File: src/rtl/juego_control.sv
// Tic-tac-toe match sequencer: owns the 3x3 board, the player turn and the
// saturating match tallies. Win detection is external; this block only drives
// the board out and samples the checker's verdict one cycle after each move.
module juego_control #(
  parameter int unsigned SCORE_W   = 4,
  parameter bit          ALT_START = 1'b0
) (
  input  logic               clk,
  input  logic               reset,
  input  logic               move_valid,
  input  logic [3:0]         move_pos,
  input  logic               new_game,
  input  logic               winner,
  output logic [1:0]         pos1,
  output logic [1:0]         pos2,
  output logic [1:0]         pos3,
  output logic [1:0]         pos4,
  output logic [1:0]         pos5,
  output logic [1:0]         pos6,
  output logic [1:0]         pos7,
  output logic [1:0]         pos8,
  output logic [1:0]         pos9,
  output logic               move_ready,
  output logic [1:0]         turn,
  output logic               move_ok,
  output logic               move_err,
  output logic               game_over,
  output logic [1:0]         result,
  output logic [3:0]         move_count,
  output logic [SCORE_W-1:0] score1,
  output logic [SCORE_W-1:0] score2,
  output logic [SCORE_W-1:0] draws
);

  typedef enum logic [1:0] {
    StPlay,
    StCheck,
    StWin,
    StDraw
  } state_e;

  localparam logic [1:0]         Empty    = 2'b00;
  localparam logic [1:0]         Player1  = 2'b01;
  localparam logic [1:0]         Player2  = 2'b10;
  localparam logic [1:0]         ResDraw  = 2'b11;
  localparam logic [3:0]         FullMoves = 4'd9;
  localparam logic [SCORE_W-1:0] ScoreMax = '1;

  state_e             state_q, state_d;
  logic [1:0]         board_q [9];
  logic [1:0]         board_d [9];
  logic [1:0]         turn_q, turn_d;
  logic [1:0]         start_q, start_d;
  logic [3:0]         count_q, count_d;
  logic [1:0]         result_q, result_d;
  logic               ok_q, ok_d;
  logic               err_q, err_d;
  logic [SCORE_W-1:0] score1_q, score1_d;
  logic [SCORE_W-1:0] score2_q, score2_d;
  logic [SCORE_W-1:0] draws_q, draws_d;

  // Move target decode
  logic [8:0] cell_sel;
  logic       pos_legal;
  logic       target_free;
  logic [1:0] next_start;

  function automatic logic [SCORE_W-1:0] sat_inc(input logic [SCORE_W-1:0] v);
    return (v == ScoreMax) ? v : v + 1'b1;
  endfunction

  function automatic logic [1:0] other(input logic [1:0] p);
    return (p == Player1) ? Player2 : Player1;
  endfunction

  // Decode the requested cell one-hot and check that it is on the board and empty.
  always_comb begin
    cell_sel    = '0;
    target_free = 1'b1;
    for (int i = 0; i < 9; i++) begin
      cell_sel[i] = (move_pos == 4'(i + 1));
      if (cell_sel[i] && (board_q[i] != Empty)) begin
        target_free = 1'b0;
      end
    end
    pos_legal  = (move_pos != 4'd0) && (move_pos <= FullMoves);
    next_start = other(start_q);
  end

  // Next-state: new_game outranks everything but reset; CHECK consumes winner.
  always_comb begin
    state_d  = state_q;
    board_d  = board_q;
    turn_d   = turn_q;
    start_d  = start_q;
    count_d  = count_q;
    result_d = result_q;
    ok_d     = 1'b0;
    err_d    = 1'b0;
    score1_d = score1_q;
    score2_d = score2_q;
    draws_d  = draws_q;

    if (new_game) begin
      // Any pending CHECK verdict is discarded along with any same-cycle move.
      state_d  = StPlay;
      count_d  = '0;
      result_d = Empty;
      for (int i = 0; i < 9; i++) begin
        board_d[i] = Empty;
      end
      if (ALT_START) begin
        start_d = next_start;
        turn_d  = next_start;
      end else begin
        turn_d  = Player1;
      end
    end else begin
      unique case (state_q)
        StPlay: begin
          if (move_valid) begin
            if (pos_legal && target_free) begin
              for (int i = 0; i < 9; i++) begin
                if (cell_sel[i]) begin
                  board_d[i] = turn_q;
                end
              end
              count_d = count_q + 4'd1;
              ok_d    = 1'b1;
              state_d = StCheck;
            end else begin
              err_d = 1'b1;
            end
          end
        end
        StCheck: begin
          // A win on the ninth move must take precedence over the draw test.
          if (winner) begin
            state_d  = StWin;
            result_d = turn_q;
            turn_d   = Empty;
            if (turn_q == Player1) begin
              score1_d = sat_inc(score1_q);
            end else begin
              score2_d = sat_inc(score2_q);
            end
          end else if (count_q == FullMoves) begin
            state_d  = StDraw;
            result_d = ResDraw;
            turn_d   = Empty;
            draws_d  = sat_inc(draws_q);
          end else begin
            state_d = StPlay;
            turn_d  = other(turn_q);
          end
        end
        StWin, StDraw: begin
          // Board and tallies frozen until new_game.
        end
        default: begin
          state_d = StPlay;
        end
      endcase
    end
  end

  // State register with synchronous active-high reset.
  always_ff @(posedge clk) begin
    if (reset) begin
      state_q  <= StPlay;
      for (int i = 0; i < 9; i++) begin
        board_q[i] <= Empty;
      end
      turn_q   <= Player1;
      start_q  <= Player1;
      count_q  <= '0;
      result_q <= Empty;
      ok_q     <= 1'b0;
      err_q    <= 1'b0;
      score1_q <= '0;
      score2_q <= '0;
      draws_q  <= '0;
    end else begin
      state_q  <= state_d;
      board_q  <= board_d;
      turn_q   <= turn_d;
      start_q  <= start_d;
      count_q  <= count_d;
      result_q <= result_d;
      ok_q     <= ok_d;
      err_q    <= err_d;
      score1_q <= score1_d;
      score2_q <= score2_d;
      draws_q  <= draws_d;
    end
  end

  assign pos1 = board_q[0];
  assign pos2 = board_q[1];
  assign pos3 = board_q[2];
  assign pos4 = board_q[3];
  assign pos5 = board_q[4];
  assign pos6 = board_q[5];
  assign pos7 = board_q[6];
  assign pos8 = board_q[7];
  assign pos9 = board_q[8];

  assign move_ready = (state_q == StPlay);
  assign game_over  = (state_q == StWin) || (state_q == StDraw);
  assign turn       = turn_q;
  assign move_ok    = ok_q;
  assign move_err   = err_q;
  assign result     = result_q;
  assign move_count = count_q;
  assign score1     = score1_q;
  assign score2     = score2_q;
  assign draws      = draws_q;

endmodule

File: config.mk
export PLATFORM = sky130hd
export DESIGN_NAME = juego_control
export DESIGN_NICKNAME = d
export VERILOG_FILES = /design/src/rtl/juego_control.sv
export SDC_FILE = /design/constraint.sdc
export NUM_CORES = 1
export LEC_CHECK = 0
export ABC_AREA = 0
export BUFFER_PORTS_ARGS = -buffer_cell sky130_fd_sc_hd__buf_2
export CELL_PAD_IN_SITES_DETAIL_PLACEMENT = 1
export CELL_PAD_IN_SITES_GLOBAL_PLACEMENT = 1
export CORE_MARGIN = 1
export CORE_UTILIZATION = 35
export DETAILED_ROUTE_END_ITERATION = 8
export GPL_ROUTABILITY_DRIVEN = 0
export PLACE_DENSITY_LB_ADDON = 0.1
export SYNTH_ARGS = -nofsm -noshare
export SYNTH_HDL_FRONTEND = slang
export SYNTH_SLANG_ARGS = --single-unit
File: constraint.sdc
create_clock -name clk -period 3.75 [get_ports clk]
set_clock_uncertainty 0.2 [all_clocks]
set_input_delay 0.375 -clock clk [delete_from_list [all_inputs] [get_ports clk]]
set_output_delay 0.375 -clock clk [all_outputs]
set_load 0.02 [all_outputs]
==> results.txt, run 1 <==
The number of slew-limit violations in the final report came out at 0. The synthesized net count is between 200 and 250. The number of enable-type register cells in the synthesized netlist is 0. The number of nets in the layout came out at ~280. In this run the static leakage power is 0.979 nW. The mean post-synth cell area came out at between 9 and 10 um2. The sequential-to-total area share from yosys stat came out at about 44%.

The hold buffer count at cts came out at 0. For the pin with the worst max-slew slack, the measured transition is 0.540 ns. The clock sink count came out at between 40 and 50. The reg-to-reg startpoint is state_q[0].

Once the clock tree was built, the setup fixing pass inserted 0 buffers. The setup TNS after final layout is 0 ns. In the post-synthesis netlist, the cell with the most instances is sky130_fd_sc_hd__dfxtp_1. After filler insertion, the fill cell instance count of the layout stands at between 600 and 700. The library cell occupying the most area in the post-synthesis netlist is sky130_fd_sc_hd__dfxtp_1. For the worst setup path, the data arrival time is 2.07 ns. For the worst setup path, the data required time is approximately 3.8 ns. The flip-flop cell with the highest count after synthesis is sky130_fd_sc_hd__dfxtp_1. The share of cells above drive strength 1 came out at 27.5%.

The commonest cells after synthesis are sky130_fd_sc_hd__dfxtp_1, sky130_fd_sc_hd__nor2_1, sky130_fd_sc_hd__nand2_1. The cell with the largest stage delay on the worst path is sky130_fd_sc_hd__nor4_1. The floorplan die height came out at about 76 um. The number of cells on the worst reg-to-reg path came out at 5.

The worst reg2reg path endpoint is pos3[1]. The initial antenna violation count is 0. The sequential group share of total power came out at between 50 and 60%.

The share of total power in combinational logic came out at ~7.8%. The width of the die is approximately 76 um. The area growth from synthesis to final layout is 19.6%. The post-layout total power is about 0.8 mW.

The share of the clock period used by the worst path came out at 54.6%. The violation count after the first detailed-route iteration is 50. The H-tree level count is 2. The count of buffer and inverter cells on the critical path is 0. The aggregate global routing overflow came out at 0. The flip-flop and latch count after synthesis is between 40 and 50. The routed via count came out at 1729. The largest fanout of any net on the critical path is 7. The clock tree from TritonCTS is done. The design internal power is 0.594 mW. The first-pass iteration count of the detailed router is 2. The post-detailed-route DRC marker count is 0. Dividing total power by cell area gives a power density of ~340 nW/um2. The first-pass GRT wire length came out at slightly above 8000 um. Once detailed placement completed, the half-perimeter wirelength came to ~3400 um.

The fraction of synthesized cell area taken by the top area cell type is 43.6%. After detailed routing, the total wire length is roughly 4700 um. Grouping stages by cell kind, the critical path spends the most delay in simple AND/OR/NAND/NOR gates.

The cell area after synthesis came out at 1930 um2. The pin count of the biggest net entering global routing came out at 24. The number of different library cells used by synthesis comes to about 50. The switching power of the nets is approximately 0.19 mW. The clock-pin transition on the worst setup and hold timing paths came out at approximately 0.08 ns. The via density per instance is 5.21. The kind of end point of the critical path is a register. The proportion of synthesized flip-flops having asynchronous set or reset came out at 0%. 0 antenna diodes ended up in the layout. The worst hold path belongs to the class input pin to register. Setup repair after global routing left no endpoint under its margin.

The number of endpoints with negative hold slack in the final report is 0. Walking the worst path, the cells encountered are nor3b_2 -> o211ai_2 -> nor4_1 -> nand3_1 -> o21ai_1. The critical path in this run is classified as register to register. The number of buffers between clock root and the deepest sink came out at 2. The effective utilization at floorplan is between 30% and 40%. The setup slack of the most critical reg-to-reg path is 1.70 ns. The headroom to the max-slew limit came out at 63.8%.

The switching part of the total power is 24.6%. The run finished with clean final reports. The fraction of power consumed by the clock network came out at 34.8%. Following the worst setup path forward leads to its endpoint at pos3[1]. The final standard cell area without fillers came out at roughly 2300 um2. Once the clock tree was built, the resizer swapped 0 gates to a different size. The core region is about 5200 um2. The reported max-cap violation count is 0. The via count of the first global-routing pass came to 1736.

Buffers inserted during clock tree synthesis total 5. The count of input and output buffers came out at 50. The path length in cells of the critical path is 5.

The worst setup path is launched from a register. Synthesis produced between 200 and 250 cells. The minimum clock period after layout came out at between 2 and 2.5 ns. The area enclosed by the die boundary is 5810 um2. Global routing used between 15 and 20% of the available tracks across all layers. The insertion delay of the later-clocked pin in the worst-skew pair is between 0.2 and 0.3 ns.

The placed instance area is ~2200 um2. Ranked by total cell area, the synthesized netlist is headed by sky130_fd_sc_hd__dfxtp_1, sky130_fd_sc_hd__nor2_1, sky130_fd_sc_hd__nand2_1. The number of nets still failing antenna checks after routing came out at 0. The count of pins on the block boundary is between 50 and 60.

The number of rows created at floorplan is 26. In this design, the stage delay of the slowest critical-path cell is 0.48 ns. For this run, the number of Yosys warnings is 0.

CTS placed an instance of sky130_fd_sc_hd__clkbuf_8 at the clock tree root. The highest clock rate came out at about 500 MHz. The number of setup violations in the final report came out at 0. The worst supply voltage drop on vdd came out at ~0.20 mV. The critical path starts at state_q[0].

The final routed wire length divided by cell count is 14.1 um.
metal layers:
metal  track usage [%]  routed length (um)  vias to the layer above
met4              5.00                  60                        0
li1                  -                   -                      852
met5                 0                   0                        -
met3              3.95                 174                        9
met1              19.6                2100                      832
met2              31.3                2350                       36
cells in the final DEF, fill, tap and decap left out, drive strengths merged, types with 3 or more instances in the layout:
| master | instances |
|---|---|
| buf | 51 |
| dfxtp | 42 |
| nor2 | 35 |
| nand2 | 17 |
| o21a | 8 |
| a21oi | 8 |
| nor3 | 8 |
| o21ai | 8 |
| xor2 | 6 |
| nand3 | 6 |
| or3 | 5 |
| mux2i | 5 |
| ha | 5 |
| clkbuf | 5 |
| nand2b | 4 |
| nor2b | 4 |
| inv | 3 |
| xnor2 | 3 |
| nand4 | 3 |
power groups by stage:
stage | clock network (mW) | logic [mW] | registers, mW
final | 0.274 | 0.0613 | 0.453
after global routing | 0.308 | 0.0682 | 0.454
after CTS | 0.288 | 0.0618 | 0.453
after detailed placement | 0 | 0.0613 | 0.464
after global placement | 0 | 0.0606 | 0.464
after floorplan | 0 | 0.0390 | 0.466
kinds of logic (layout without fill, tap and decap cells):
logic type	Yosys count	count (layout)	share of synthesized area, %
multiplexers	5	5	2.59
AND/OR/NAND/NOR	96	96	25.7
AO/OA/AOI/OAI	44	44	17.8
flip-flops	42	42	43.6
buffers and inverters	12	61	2.92
adder cells (fa/ha/maj)	5	5	3.24
XOR/XNOR	9	9	4.09
metrics by stage:
step | util, % | setup slack, ns | hold slack [ns] | std cells
floorplan | - | 1.85 | 0.247 | 213
global placement | 42.8 | 1.61 | 0.260 | 325
detailed placement | 42.8 | 1.59 | 0.259 | 325
CTS | 44.4 | 1.70 | 0.190 | 332
global route | 44.4 | 1.50 | 0.205 | 332
finish | 44.4 | 1.70 | 0.208 | 332
sequential cells by signal, indices dropped and copies added (netlist names), 4 cells and up:
signal      flops
draws           4
score1          4
move_count      4
score2          4
cell type report:
| class | count | area [um2] | area share [%] |
|---|---|---|---|
| Clock buffer | 5 | 68.8 | 2.98 |
| Inverter | 3 | 11.3 | 0.488 |
| Sequential cell | 42 | 841 | 36.4 |
| Clock inverter | 2 | 10.0 | 0.434 |
| Timing Repair Buffer | 51 | 258 | 11.2 |
| Multi-Input combinational cell | 159 | 1030 | 44.7 |
| Tap cell | 70 | 87.6 | 3.79 |
worst register-to-register path, delay by kind of cell, from the launching register on:
family	cells	cell delay, ns
and+or+nand+nor	3	1.04
DFF	1	0.39
AOI/OAI and AO/OA	2	0.34
how the worst min path moves through the flow:
| stage | startpoint | endpoint | slack [ns] | cells after the start |
|---|---|---|---|---|
| after floorplan | reset | score1[0] | 0.25 | 1 |
| after global placement | pos3[1] | pos3[1] | 0.26 | 2 |
| after detailed placement | pos3[0] | pos3[0] | 0.26 | 2 |
| after CTS | move_pos[0] | pos4[1] | 0.19 | 2 |
| after global routing | move_pos[0] | pos4[1] | 0.21 | 2 |
| final | move_pos[0] | pos4[1] | 0.21 | 2 |
Power figures use the tool's default switching activity.
==> run 2, diff against run 1 <==
==> constraint.sdc (replaced) <==
create_clock -name clk -period 1.7 [get_ports clk]
set_clock_uncertainty 0.2 [all_clocks]
set_input_delay 0.17 -clock clk [delete_from_list [all_inputs] [get_ports clk]]
set_output_delay 0.17 -clock clk [all_outputs]
set_load 0.02 [all_outputs]
==> results.txt, run 2 (same netlist as run 1, synthesis figures left out) <==
The largest fanout of any net on the critical path came out at 4. The clock passes through at most 2 buffers. The number of endpoints with negative hold slack in the final report is 0. The post-detailed-route DRC marker count came out at 0. The area growth from synthesis to final layout is 53.3%. The total routing usage reported by global routing is slightly above 20%.

The launching instance or port of the critical path is pos1[1]. The critical path is of the register to register type. The final critical path takes up 105% of the cycle. For hold timing, the worst endpoint is draws[0].

The area enclosed by the die boundary is 5810 um2. The post-layout total power is 1.98 mW. The reported max-cap violation count came out at 0. Wires add up to roughly 5600 um. The first routing iteration left 44 violations. Power spread over the standard cell area amounts to approximately 670 nW/um2. The HPWL after detailed placement is between 4000 and 5000 um. The first-pass GRT wire length is slightly below 10000 um.

The insertion delay of the later-clocked pin in the worst-skew pair came out at 0.30 ns. The number of slew-limit violations in the final report came out at 0. The first-pass iteration count of the detailed router came out at 4. STA puts the critical path data arrival time at about 1.8 ns. TritonCTS built the clock tree.

In this run the worst hold path is classified as input pin to register. The endpoint identified for the worst register-to-register timing path is move_count[0]. Setup repair after global routing could not meet its margin everywhere. The type of origin of the critical path is a register. The total CTS buffers is 5.

The pin count of the biggest net entering global routing is 24. The worst hold path was traced through 3 stages. The number of setup violations in the final report came out at 9. Leaving out fill and tap cells, the most frequent cells in the layout are sky130_fd_sc_hd__buf_4, sky130_fd_sc_hd__buf_2, sky130_fd_sc_hd__dfxtp_1.

The via count of the first global-routing pass came out at 2047. The worst register-to-register path begins at pos1[1]. The number of cells on the worst reg-to-reg path came out at 5. The repair_antennas step left the layout with diodes totalling 0. IR analysis of the VDD net gives a maximum drop of approximately 0.37 mV. In the post-route analysis, the smallest setup slack over all paths is -0.0920 ns. The headroom to the max-slew limit is between 70% and 80%.

The final standard cell area without fillers came out at 2960 um2. The run finished, with violations left. The floorplan die height came out at 76.2 um.

The total of fill cells in the finished design came out at about 650. The minimum clock period after layout is around 1.8 ns. In this run the static leakage power is approximately 1.3 nW. The critical hold path startpoint is reset.

The highest clock rate is about 560 MHz. Once placement completed, the tool counted placed cells totaling ~380. The clock tree root driver cell is sky130_fd_sc_hd__clkbuf_8. The aggregate global routing overflow is 0. The number of nets in the layout came out at 335. The worst setup path is captured at a register. Dividing the detail-routed wire length by the instance count gives between 10 and 15 um. Leaving out fill and tap cells, the most frequent cell in the layout is sky130_fd_sc_hd__buf_4. The placed instance area came out at around 2700 um2. The area of the placeable core is 5200 um2. From left edge to right edge, the die measures approximately 76 um.

The number of rows created at floorplan is 26. The critical path required time is ~1.7 ns. CTS saw 42 sinks. The slew at the pin closest to its max-slew limit is between 0.3 and 0.4 ns.

The H-tree level count is 2. The via density per instance is about 5. Setup slack on the worst reg-to-reg path comes out at -0.09 ns. The finished layout holds a little under 400 standard cells, fillers aside.

The final reports fail on negative setup slack. Detailed routing inserted a total of approximately 1900 vias. The initial antenna violation count came to 0. After clock tree synthesis, the clock-pin slew on the worst setup and hold paths is about 0.080 ns. Port buffering added 50 buffers. For this run, the share of the core covered by cells in the final layout is a little under three fifths.

During I/O placement, the number of pins put on the boundary was 51. The number of nets still failing antenna checks after routing came out at 0. The pre-CTS setup slack is -0.212 ns. Cells with a size suffix above 1 make up between 40% and 50% of the layout. The effective utilization at floorplan came out at between 30% and 40%.
==> run 2: layer usage <==
layer,wire length [um],track usage (%),vias up
met5,0,0,-
met4,51,4.42,0
met3,169,4.07,6
met2,3020,39.3,34
met1,2400,23.9,930
li1,-,-,975
==> run 2: metrics by stage <==
step                      TNS, ns  hold WS (ns)
after CTS                  -0.174        0.0465
after floorplan           -0.0611        0.0424
final                      -0.358        0.0474
after global routing        -1.45        0.0643
after detailed placement    -3.07         0.281
after global placement      -2.36         0.264
==> run 2: what timing repair did <==
item | 4_1_cts | 5_1_grt
resized for setup | 13 | 16
hold endpoints to repair | 0 | 0
pin swaps | 9 | 11
endpoints found under the setup margin | 23 | 31
hold buffers | 0 | 0
setup buffers | 1 | 5
==> run 2: area by class of cell <==
| cell class | instances | area [um2] | share of cell area, % |
|---|---|---|---|
| Multi-Input combinational cell | 159 | 1160 | 39.3 |
| Timing Repair Buffer | 110 | 733 | 24.8 |
| Clock buffer | 8 | 110 | 3.72 |
| Tap cell | 70 | 87.6 | 2.96 |
| Sequential cell | 42 | 853 | 28.8 |
| Inverter | 3 | 11.3 | 0.381 |
==> run 2: worst max path at each step <==
stage                         end  slack [ns]
floorplan                draws[3]       -0.06
global placement    move_count[2]       -0.16
detailed placement  move_count[2]       -0.21
CTS                 move_count[0]       -0.07
global route        move_count[3]       -0.15
finish              move_count[0]       -0.09
==> run 2: where the power goes <==
part	switching, mW	leakage (nW)	internal, mW
sequential	0.00620	0.343	0.990
combinational	0.116	0.924	0.0972
clock	0.361	0.0575	0.411
total	0.482	1.32	1.50
==> run 2: critical path, cell delays in order (launching register included) <==
cell                       delay (ns)
sky130_fd_sc_hd__dfxtp_2         0.34
sky130_fd_sc_hd__nor3_4          0.18
sky130_fd_sc_hd__a211oi_2        0.08
sky130_fd_sc_hd__a2111o_1        0.47
sky130_fd_sc_hd__or3_1           0.34
sky130_fd_sc_hd__a21oi_2         0.12
